===== src/rtl/usr_pkg.sv =====
// -----------------------------------------------------------------------------
// usr_pkg
// Shared definitions for the universal shift register and its tx sequencer:
//   - register mode encodings (driven on the register's mode inputs)
//   - sequencer state encoding
//   - counter width helper for the per-bit timer
// No ports.
// -----------------------------------------------------------------------------
package usr_pkg;

   typedef enum logic [1:0] {
      NO_CHANGE     = 2'b00,
      SHIFT_RIGHT   = 2'b01,
      SHIFT_LEFT    = 2'b10,
      LOAD_PARALLEL = 2'b11
   } usr_mode_e;

   typedef enum logic [1:0] {
      IDLE = 2'b00,
      LOAD = 2'b01,
      BIT  = 2'b10
   } seq_state_e;

   localparam logic [2:0] LAST_BIT_IDX = 3'd7;

   // Width of a counter spanning 0..n-1, never narrower than one bit.
   function automatic int cyc_width(input int n);
      if (n <= 2) begin
         return 1;
      end
      return $clog2(n);
   endfunction

endpackage


===== src/rtl/usr_bit_timer.sv =====
// -----------------------------------------------------------------------------
// usr_bit_timer
// Per-bit hold timer. Down-counter reloaded with BIT_CYCLES-1; the terminal
// count (zero) marks the last cycle a bit is presented.
//   Clk_In            clock
//   Reset_In          async active-high reset (counter returns to reload value)
//   Clear_In          reload the counter; takes priority over counting
//   Count_En_In       decrement while non-zero
//   Terminal_Out      counter is at zero: last cycle of the current bit
//   Near_Terminal_Out counter is at one: next cycle is the last of the bit
// -----------------------------------------------------------------------------
module usr_bit_timer
   import usr_pkg::*;
#(
   parameter int BIT_CYCLES = 1
) (
   input  logic Clk_In,
   input  logic Reset_In,
   input  logic Clear_In,
   input  logic Count_En_In,
   output logic Terminal_Out,
   output logic Near_Terminal_Out
);

   localparam int            W      = cyc_width(BIT_CYCLES);
   localparam logic [W-1:0]  RELOAD = W'(BIT_CYCLES - 1);
   localparam logic [W-1:0]  ONE    = W'(1);

   logic [W-1:0] cnt_q;

   always_ff @(posedge Clk_In or posedge Reset_In) begin
      if (Reset_In) begin
         cnt_q <= RELOAD;
      end else if (Clear_In) begin
         cnt_q <= RELOAD;
      end else if (Count_En_In && (cnt_q != '0)) begin
         cnt_q <= cnt_q - ONE;
      end
   end

   assign Terminal_Out      = (cnt_q == '0);
   // With BIT_CYCLES==1 the counter is pinned at zero, so this never fires;
   // the sequencer handles that case itself.
   assign Near_Terminal_Out = (cnt_q == ONE);

endmodule


===== src/rtl/usr_tx_sequencer.sv =====
// -----------------------------------------------------------------------------
// usr_tx_sequencer
// Drives an 8-bit universal shift register so that its serial output presents
// an accepted byte LSB first: one parallel load, then seven right-shifts, each
// bit held for BIT_CYCLES clocks.
//
//   state | meaning
//   ------+-------------------------------------------------------------
//   IDLE  | no frame; Ready_Out high unless aborting
//   LOAD  | one cycle, Mode_Out = 11, register loads latched byte
//   BIT   | bit bit_idx presented; timer counts hold cycles of the bit
//
// Ports:
//   Clk_In, Reset_In          clock, async active-high reset
//   Data_In, Valid_In         byte offered for transmission
//   Ready_Out                 byte accepted at next posedge when Valid_In
//   Abort_In                  drop the current frame, return to IDLE
//   Mode_Out                  register mode (never 10)
//   Parallel_Data_Out         latched byte for the register's parallel input
//   Serial_Fill_Out           constant FILL_BIT for the vacated MSB
//   Bit_Valid_Out             register serial output holds Bit_Index_Out at
//                             the posedge that ends this cycle
//   Bit_Index_Out             index of the bit currently presented
//   Last_Bit_Out              final cycle of bit 7
// -----------------------------------------------------------------------------
module usr_tx_sequencer
   import usr_pkg::*;
#(
   parameter int   BIT_CYCLES = 1,
   parameter logic FILL_BIT   = 1'b0
) (
   input  logic       Clk_In,
   input  logic       Reset_In,
   input  logic [7:0] Data_In,
   input  logic       Valid_In,
   output logic       Ready_Out,
   input  logic       Abort_In,
   output logic [1:0] Mode_Out,
   output logic [7:0] Parallel_Data_Out,
   output logic       Serial_Fill_Out,
   output logic       Bit_Valid_Out,
   output logic [2:0] Bit_Index_Out,
   output logic       Last_Bit_Out
);

   localparam logic ONE_CYCLE = (BIT_CYCLES == 1);

   seq_state_e state_q;
   usr_mode_e  mode_q;
   logic [2:0] bit_idx_q;
   logic [7:0] byte_q;
   logic       last_q;

   logic       tc;
   logic       near_tc;
   logic       timer_clr;
   logic       timer_en;
   logic       accept;

   // The timer is reloaded whenever a new bit starts (including the LOAD
   // cycle before bit 0) and on abort, so every bit begins with a full hold.
   assign timer_clr = (state_q != BIT) || tc || Abort_In;
   assign timer_en  = (state_q == BIT);

   usr_bit_timer #(
      .BIT_CYCLES (BIT_CYCLES)
   ) u_bit_timer (
      .Clk_In            (Clk_In),
      .Reset_In          (Reset_In),
      .Clear_In          (timer_clr),
      .Count_En_In       (timer_en),
      .Terminal_Out      (tc),
      .Near_Terminal_Out (near_tc)
   );

   // last_q mirrors "BIT and bit 7 and final hold cycle" from registered state,
   // which lets the frame end and the next acceptance share one edge.
   assign Ready_Out = ((state_q == IDLE) || last_q) && !Abort_In;
   assign accept    = Valid_In && Ready_Out;

   // mode_q, bit_idx_q and last_q are computed one cycle ahead so the
   // register-facing outputs come straight from flops.
   always_ff @(posedge Clk_In or posedge Reset_In) begin
      if (Reset_In) begin
         state_q   <= IDLE;
         mode_q    <= NO_CHANGE;
         bit_idx_q <= '0;
         byte_q    <= '0;
         last_q    <= 1'b0;
      end else begin
         case (state_q)
            IDLE: begin
               mode_q    <= NO_CHANGE;
               bit_idx_q <= '0;
               last_q    <= 1'b0;
               if (accept) begin
                  state_q <= LOAD;
                  byte_q  <= Data_In;
                  mode_q  <= LOAD_PARALLEL;
               end
            end

            LOAD: begin
               mode_q    <= NO_CHANGE;
               bit_idx_q <= '0;
               last_q    <= 1'b0;
               state_q   <= Abort_In ? IDLE : BIT;
            end

            BIT: begin
               if (Abort_In) begin
                  state_q   <= IDLE;
                  mode_q    <= NO_CHANGE;
                  bit_idx_q <= '0;
                  last_q    <= 1'b0;
               end else if (!tc) begin
                  mode_q <= NO_CHANGE;
                  last_q <= (bit_idx_q == LAST_BIT_IDX) && near_tc;
               end else if (bit_idx_q != LAST_BIT_IDX) begin
                  // First cycle of the next bit: shift it into position.
                  bit_idx_q <= bit_idx_q + 3'd1;
                  mode_q    <= SHIFT_RIGHT;
                  last_q    <= ONE_CYCLE && (bit_idx_q == 3'd6);
               end else begin
                  bit_idx_q <= '0;
                  last_q    <= 1'b0;
                  if (accept) begin
                     state_q <= LOAD;
                     byte_q  <= Data_In;
                     mode_q  <= LOAD_PARALLEL;
                  end else begin
                     state_q <= IDLE;
                     mode_q  <= NO_CHANGE;
                  end
               end
            end

            default: begin
               state_q   <= IDLE;
               mode_q    <= NO_CHANGE;
               bit_idx_q <= '0;
               last_q    <= 1'b0;
            end
         endcase
      end
   end

   // Abort suppresses the pending load/shift in the same cycle so the
   // register keeps whatever it held.
   assign Mode_Out          = (Abort_In && (state_q != IDLE)) ? NO_CHANGE : mode_q;
   assign Parallel_Data_Out = byte_q;
   assign Serial_Fill_Out   = FILL_BIT;
   assign Bit_Valid_Out     = (state_q == BIT);
   assign Bit_Index_Out     = bit_idx_q;
   assign Last_Bit_Out      = last_q;

endmodule


===== config.mk =====
export PLATFORM = sky130hd
export DESIGN_NAME = usr_tx_sequencer
export DESIGN_NICKNAME = d
export VERILOG_FILES = /design/src/rtl/usr_pkg.sv /design/src/rtl/usr_bit_timer.sv /design/src/rtl/usr_tx_sequencer.sv
export SDC_FILE = /design/constraint.sdc
export NUM_CORES = 1
export LEC_CHECK = 0
export CORE_MARGIN = 2
export CORE_UTILIZATION = 39
export DETAILED_ROUTE_END_ITERATION = 8
export GPL_TIMING_DRIVEN = 0
export PLACE_DENSITY = 0.74
export SKIP_LAST_GASP = 1
export SYNTH_ARGS = -nofsm -noshare
export SYNTH_HDL_FRONTEND = slang
export SYNTH_HIERARCHICAL = 1
export SYNTH_SLANG_ARGS = --single-unit

===== constraint.sdc =====
create_clock -name Clk_In -period 2 [get_ports Clk_In]
set_input_delay 0.6 -clock Clk_In [delete_from_list [all_inputs] [get_ports Clk_In]]
set_output_delay 0.6 -clock Clk_In [all_outputs]
set_load 0.05 [all_outputs]

# Word level (Yosys, flattened, before mapping)
# Cells that the tools add are included.
[word_totals] latchBits=0 rom_bits=0 output_inout_bits=17 mem_count=0 word_cells=64 ram_bits=0 ff_bits=17
[op_classes] mul=0 muxes=28 eq_ne=12 order_cmp=0 n_reduce_logical=15 n_div=0 add_sub_neg=2 n_shift=0 bitwise_logic=1
[ops] op="$mux 8" n=4
[ops] op="$mux 2" n=10
[ops] op="$pmux 8 s2" n=1
[ops] op="$mux 3" n=4
[ops] op="$ne 2x2->1 const B" n=5
[ops] op="$ne 3x3->1 const B" n=3
[ops] op="$mux 1" n=7
[ops] op="$eq 3x3->1 const B" n=2
[ops] op="$pmux 2 s3" n=1
[ops] op="$reduce_bool 2->1" n=3
[ops] op="$logic_and 1x1->1" n=5
[ops] op="$pmux 2 s2" n=1
[ops] op="$reduce_and 4->1" n=1
[ops] op="$add 3x1->3 const B" n=1
[ops] op="$logic_or 1x1->1" n=3
[ops] op="$reduce_and 3->1" n=1
[ops] op="$eq 2x1->1 const B" n=1
[ops] op="$eq 2x2->1 const B" n=1
[ops] op="$logic_not 2->1" n=1
[ops] op="$logic_not 1->1" n=1
[ops] op="$not 1->1" n=1
[ops] op="$sub 1x1->1 const B" n=1

# Logic depth before layout (Yosys ltp)
[depth] depth_word=9 ltp_mapped=5

# Modules after synthesis
# Netlist, hierarchy kept.
[modules_own_cells] mod="usr_tx_sequencer" area_per_inst_um2=779.5 seq_area_each_um2=400.4 n_inst=1 cells_each=64
[modules_own_cells] mod="usr_bit_timer" area_per_inst_um2=45.0 seq_area_each_um2=25.0 n_inst=1 cells_each=4

# Worst setup path before layout
# OpenSTA, ideal clock, no wires.
[synth_path] kind="reg2reg" from="register bit_idx_q[0], in the netlist Bit_Index_Out[0]" to="register byte_q[0], in the netlist Parallel_Data_Out[0]" setup_slack_ns=-0.316 setup_ns=0.125 path_stages_with_launch=6 arrival_time_ns=2.192 cell_sequence="dfrtp_1 > ha_1 > ha_1 > nand2_1 > a2111oi_4 > mux2_2"
[synth_via] elab_chain_len=3
[synth_lines] element="from (decl)" line_no="usr_tx_sequencer.sv:50" source="logic [2:0] bit_idx_q;"
[synth_lines] element="from (signal assigned)" line_no="usr_tx_sequencer.sv:121" source="bit_idx_q <= bit_idx_q + 3'd1;"
[synth_lines] element="$ne 3x3->1" line_no="usr_tx_sequencer.sv:119" source="end else if (bit_idx_q != LAST_BIT_IDX) begin"
[synth_lines] element="$ne 2x2->1 (no source line)"
[synth_lines] element="$reduce_and 4->1 (no source line)"
[synth_lines] element="to (signal assigned)" line_no="usr_tx_sequencer.sv:98" source="byte_q <= Data_In;"
[synth_lines] element="to (signal assigned)" line_no="usr_tx_sequencer.sv:129" source="byte_q <= Data_In;"
[synth_lines] element="to (decl)" line_no="usr_tx_sequencer.sv:51" source="logic [7:0] byte_q;"
# Every way passes these cells.
# A chain may end at the register's enable or synchronous reset.

# Worst setup path in the final report
[layout_path] from="input port Valid_In" to="register byte_q[4], in the netlist Parallel_Data_Out[4]"
[layout_via] elab_chain_len=6
[layout_lines] element="from (decl)" line_no="usr_tx_sequencer.sv:35" source="input logic Valid_In,"
[layout_lines] element="$logic_and 1x1->1 *" line_no="usr_tx_sequencer.sv:79" source="assign accept = Valid_In && Ready_Out;"
[layout_lines] element="$mux 8 *"
[layout_lines] element="$mux 8 (3 in a row)"
[layout_lines] element="$pmux 8 s2 *"
# Every way passes the cells marked *; elsewhere a longest branch is shown, timed or not. The select of a mux whose other input is x is not followed.

==> flow_summary_export.csv <==
group,metric,value,unit
synth,async_flop_share,1.00,
critical_path,startpoint,"Valid_In",
synth,synth_most_common_cell,"dfrtp_1",
sta,finalCritPeriodShare,0.965,
placement,gp_congestion,0.764,
sta,setup_violations,0,
sta,tightest_slew,0.624,ns
floorplan,fp.dieW,50.0,µm
sta,setup_tns,0,ns
sta,finalHoldViolCount,0,
pwr,p_per_area,920,nW/µm²
synth,synth_simple_gate_area_share,0.144,
cells_and_area,nets,117,
routing,antenna_left,0,
sta,worst_slack,0.0706,ns
outcome,status,"completed",
routing,post_drt_wl_per_cell,12.4,µm
cells_and_area,drive_above_1_share,0.327,
sta,slew_headroom,0.583,
hold_path,worst_hold_path_type,"input pin to async pin",
floorplan,core_area,1980,µm²
synth,muxShareOfSynthArea,0.146,
clock_tree,cts_tree,"yes",
synth,synth_top_family_by_area,"multiplexers",
sta,grt_setup_unrepaired,"no",
sta,min_period,1.93,ns
clock_tree,h-tree-depth,1,
synth,synth_nets,83,
pwr,ir_drop,0.000595,V
critical_path,crit_path_end_kind,"register",
synth,yosysWarningCount,6,
synth,yosysTopAreaCellShare,0.516,
synth,netlist_area,825,µm²
floorplan,io_pins,29,
synth,synth-edff-count,0,
synth,syn-mean-instance-area,12.1,µm²
sta,clock.fmax,518,MHz
synth,synth_fa_ha_area_frac,0.0455,
critical_path,critPathRequiredTime,2.18,ns
cells_and_area,design_area,1180,µm²
synth,synth-main-ff-cell,"dfrtp_1",
routing,drc,0,
placement,io_buffers,27,
routing,num_vias,613,
global_route,gr-usage-all-layers,0.154,
synth,synth-seq-area-share,0.516,
sta,final_max_slew_viol_count,0,
sta,fin_skew,0.00177,ns
synth,synth_cells,68,
routing,vias_per_cell,4.79,
pwr,power_leakage,0.545,nW
global_route,grt_pass1_wl,2830,µm
floorplan,start_util,0.416,
clock_tree,cts_sinks,17,
critical_path,cp.arrival,2.11,ns
routing,dr.pass1.iters,3,
cells_and_area,fillers,172,
placement,pre_cts_ws,-0.776,ns
routing,drt-initial-drc-count,9,
clock_tree,clockBufferDepth,2,
cells_and_area,area_delta_synth_final,43.6,%
critical_path,r2r_start,"Bit_Index_Out[0]$_DFFE_PP0P_",
cells_and_area,fin_util,0.597,
global_route,grt_max_degree,17,
synth,ys_types,24,
synth,synth-compound-area-share,0.0971,
global_route,antenna_found_initial,0,
floorplan,fp-row-count,16,
synth,synth.largest_area_cell,"dfrtp_1",
clock_tree,cts_root_buf,"clkbuf_4",
critical_path,start_kind,"input pin",
routing,wl,1590,µm
critical_path,criticalPathCategory,"input pin to register",
global_route,grt_pass1_vias,656,
synth,synth_commonest_cells,"17 x dfrtp_1, 8 x mux2_2, 7 x nor2_1",
floorplan,die_height,50.0,µm
clock_tree,clock_latency,0.28,ns
global_route,grt-ovfl-total,0,
critical_path,cp_max_fo,8,
placement,dpl_cell_area,1170,µm²
cells_and_area,diodes,0,
clock_tree,cts-buffers-inserted,3,
synth,yosys_register_bits,17,
job,maxCapViolations,0,
clock_tree,clk_pin_slew,0.09,ns
synth,yosys-top-cells-area,"dfrtp_1 52%, mux2_2 11%, ha_1 4.6%",
synth,synth_xor_area_frac,0,
floorplan,die-area,2500,µm²
placement,hpwlAfterDp,1220,µm
sequential cells by signal (all words and copies together) (netlist names):
signal and cells:
state_q 2, Parallel_Data_Out 8, Bit_Index_Out 3, u_bit_timer/Near_Terminal_Out 1, Last_Bit_Out 1, mode_q 2
path summary, 6_finish.rpt:
kind	to	slack [ns]	cells after the start
worst max-delay path	Parallel_Data_Out[4]$_DFFE_PP0P_	0.07	5
worst max register to register	Parallel_Data_Out[4]$_DFFE_PP0P_	0.19	6
worst min register to register	Parallel_Data_Out[3]$_DFFE_PP0P_	0.51	1
min in group Clk_In	Parallel_Data_Out[3]$_DFFE_PP0P_	0.51	1
worst min-delay path	u_bit_timer/Near_Terminal_Out$_DFFE_PP0P_	0.46	2
max in group asynchronous	Bit_Index_Out[0]$_DFFE_PP0P_	0.85	2
per-stage QoR:
stage          power, W  instances  hold WS, ns
2_1_floorplan  0.000788         68        0.329
3_3_place_gp   0.000953        122        0.490
3_5_place_dp   0.000959        122        0.496
4_1_cts         0.00110        128        0.467
5_1_grt         0.00114        128        0.482
6_report        0.00109        128        0.463
layout by cell type (no fill, tap or decap), drive strengths merged:
cell	netlist	routed
a2111oi	2	2
a21oi	3	3
and2	2	2
buf	3	9
clkbuf	0	4
clkdlybuf4s15	0	1
clkdlybuf4s50	0	10
conb	1	1
dfrtp	17	17
dlygate4sd2	0	12
ha	3	3
inv	4	4
mux2	8	8
mux2i	3	3
nand2	2	2
nand2b	4	4
nand3b	1	1
nand4b	1	1
nor2	7	7
nor2b	2	2
nor3b	1	1
o21a	1	1
o21ai	1	1
o21ba	1	1
or2	1	1
kinds of logic after synthesis:
kind of cell / Yosys count
simple gates: 21
mux: 11
compound gates: 8
fa+ha+maj: 3
flops: 17
buf+inv: 7
other cells: 1
power breakdown:
part	total [W]	internal (W)	switching, W
combinational	0.000470	0.000157	0.000313
clock	0.000181	0.0000775	0.000104
sequential	0.000438	0.000406	0.0000315
total	0.00109	0.000641	0.000448
per-layer routing:
layer / track usage / up-vias / wire (µm)
li1: - / 293 / -
met2: 0.279 / 16 / 865
met4: 0.0556 / 0 / 19
met1: 0.162 / 302 / 615
met3: 0.0545 / 2 / 88
met5: 0 / - / 0
area by class of cell:
type                    count  area [µm²]  area share
plain buffers               3        23.8      0.0201
clock buffers               4        26.3      0.0222
inverters                   4        15.0      0.0127
multi-input cells          44         397       0.335
flip-flops and latches     17         430       0.364
well taps                  27        33.8      0.0285
repair buffers             29         258       0.218
worst max-delay path, stage by stage:
cell and delay, ns:
clkdlybuf4s50_1 0.45, nand2b_1 0.12, a2111oi_4 0.37, buf_4 0.23, mux2_2 0.34
repair_timing:
item	CTS	global route
buffers inserted	2	0
hold buffers	0	0
endpoints found under the setup margin	24	3
gates resized for setup	35	6
pin swaps	1	0
Power figures use the tool's default switching activity.
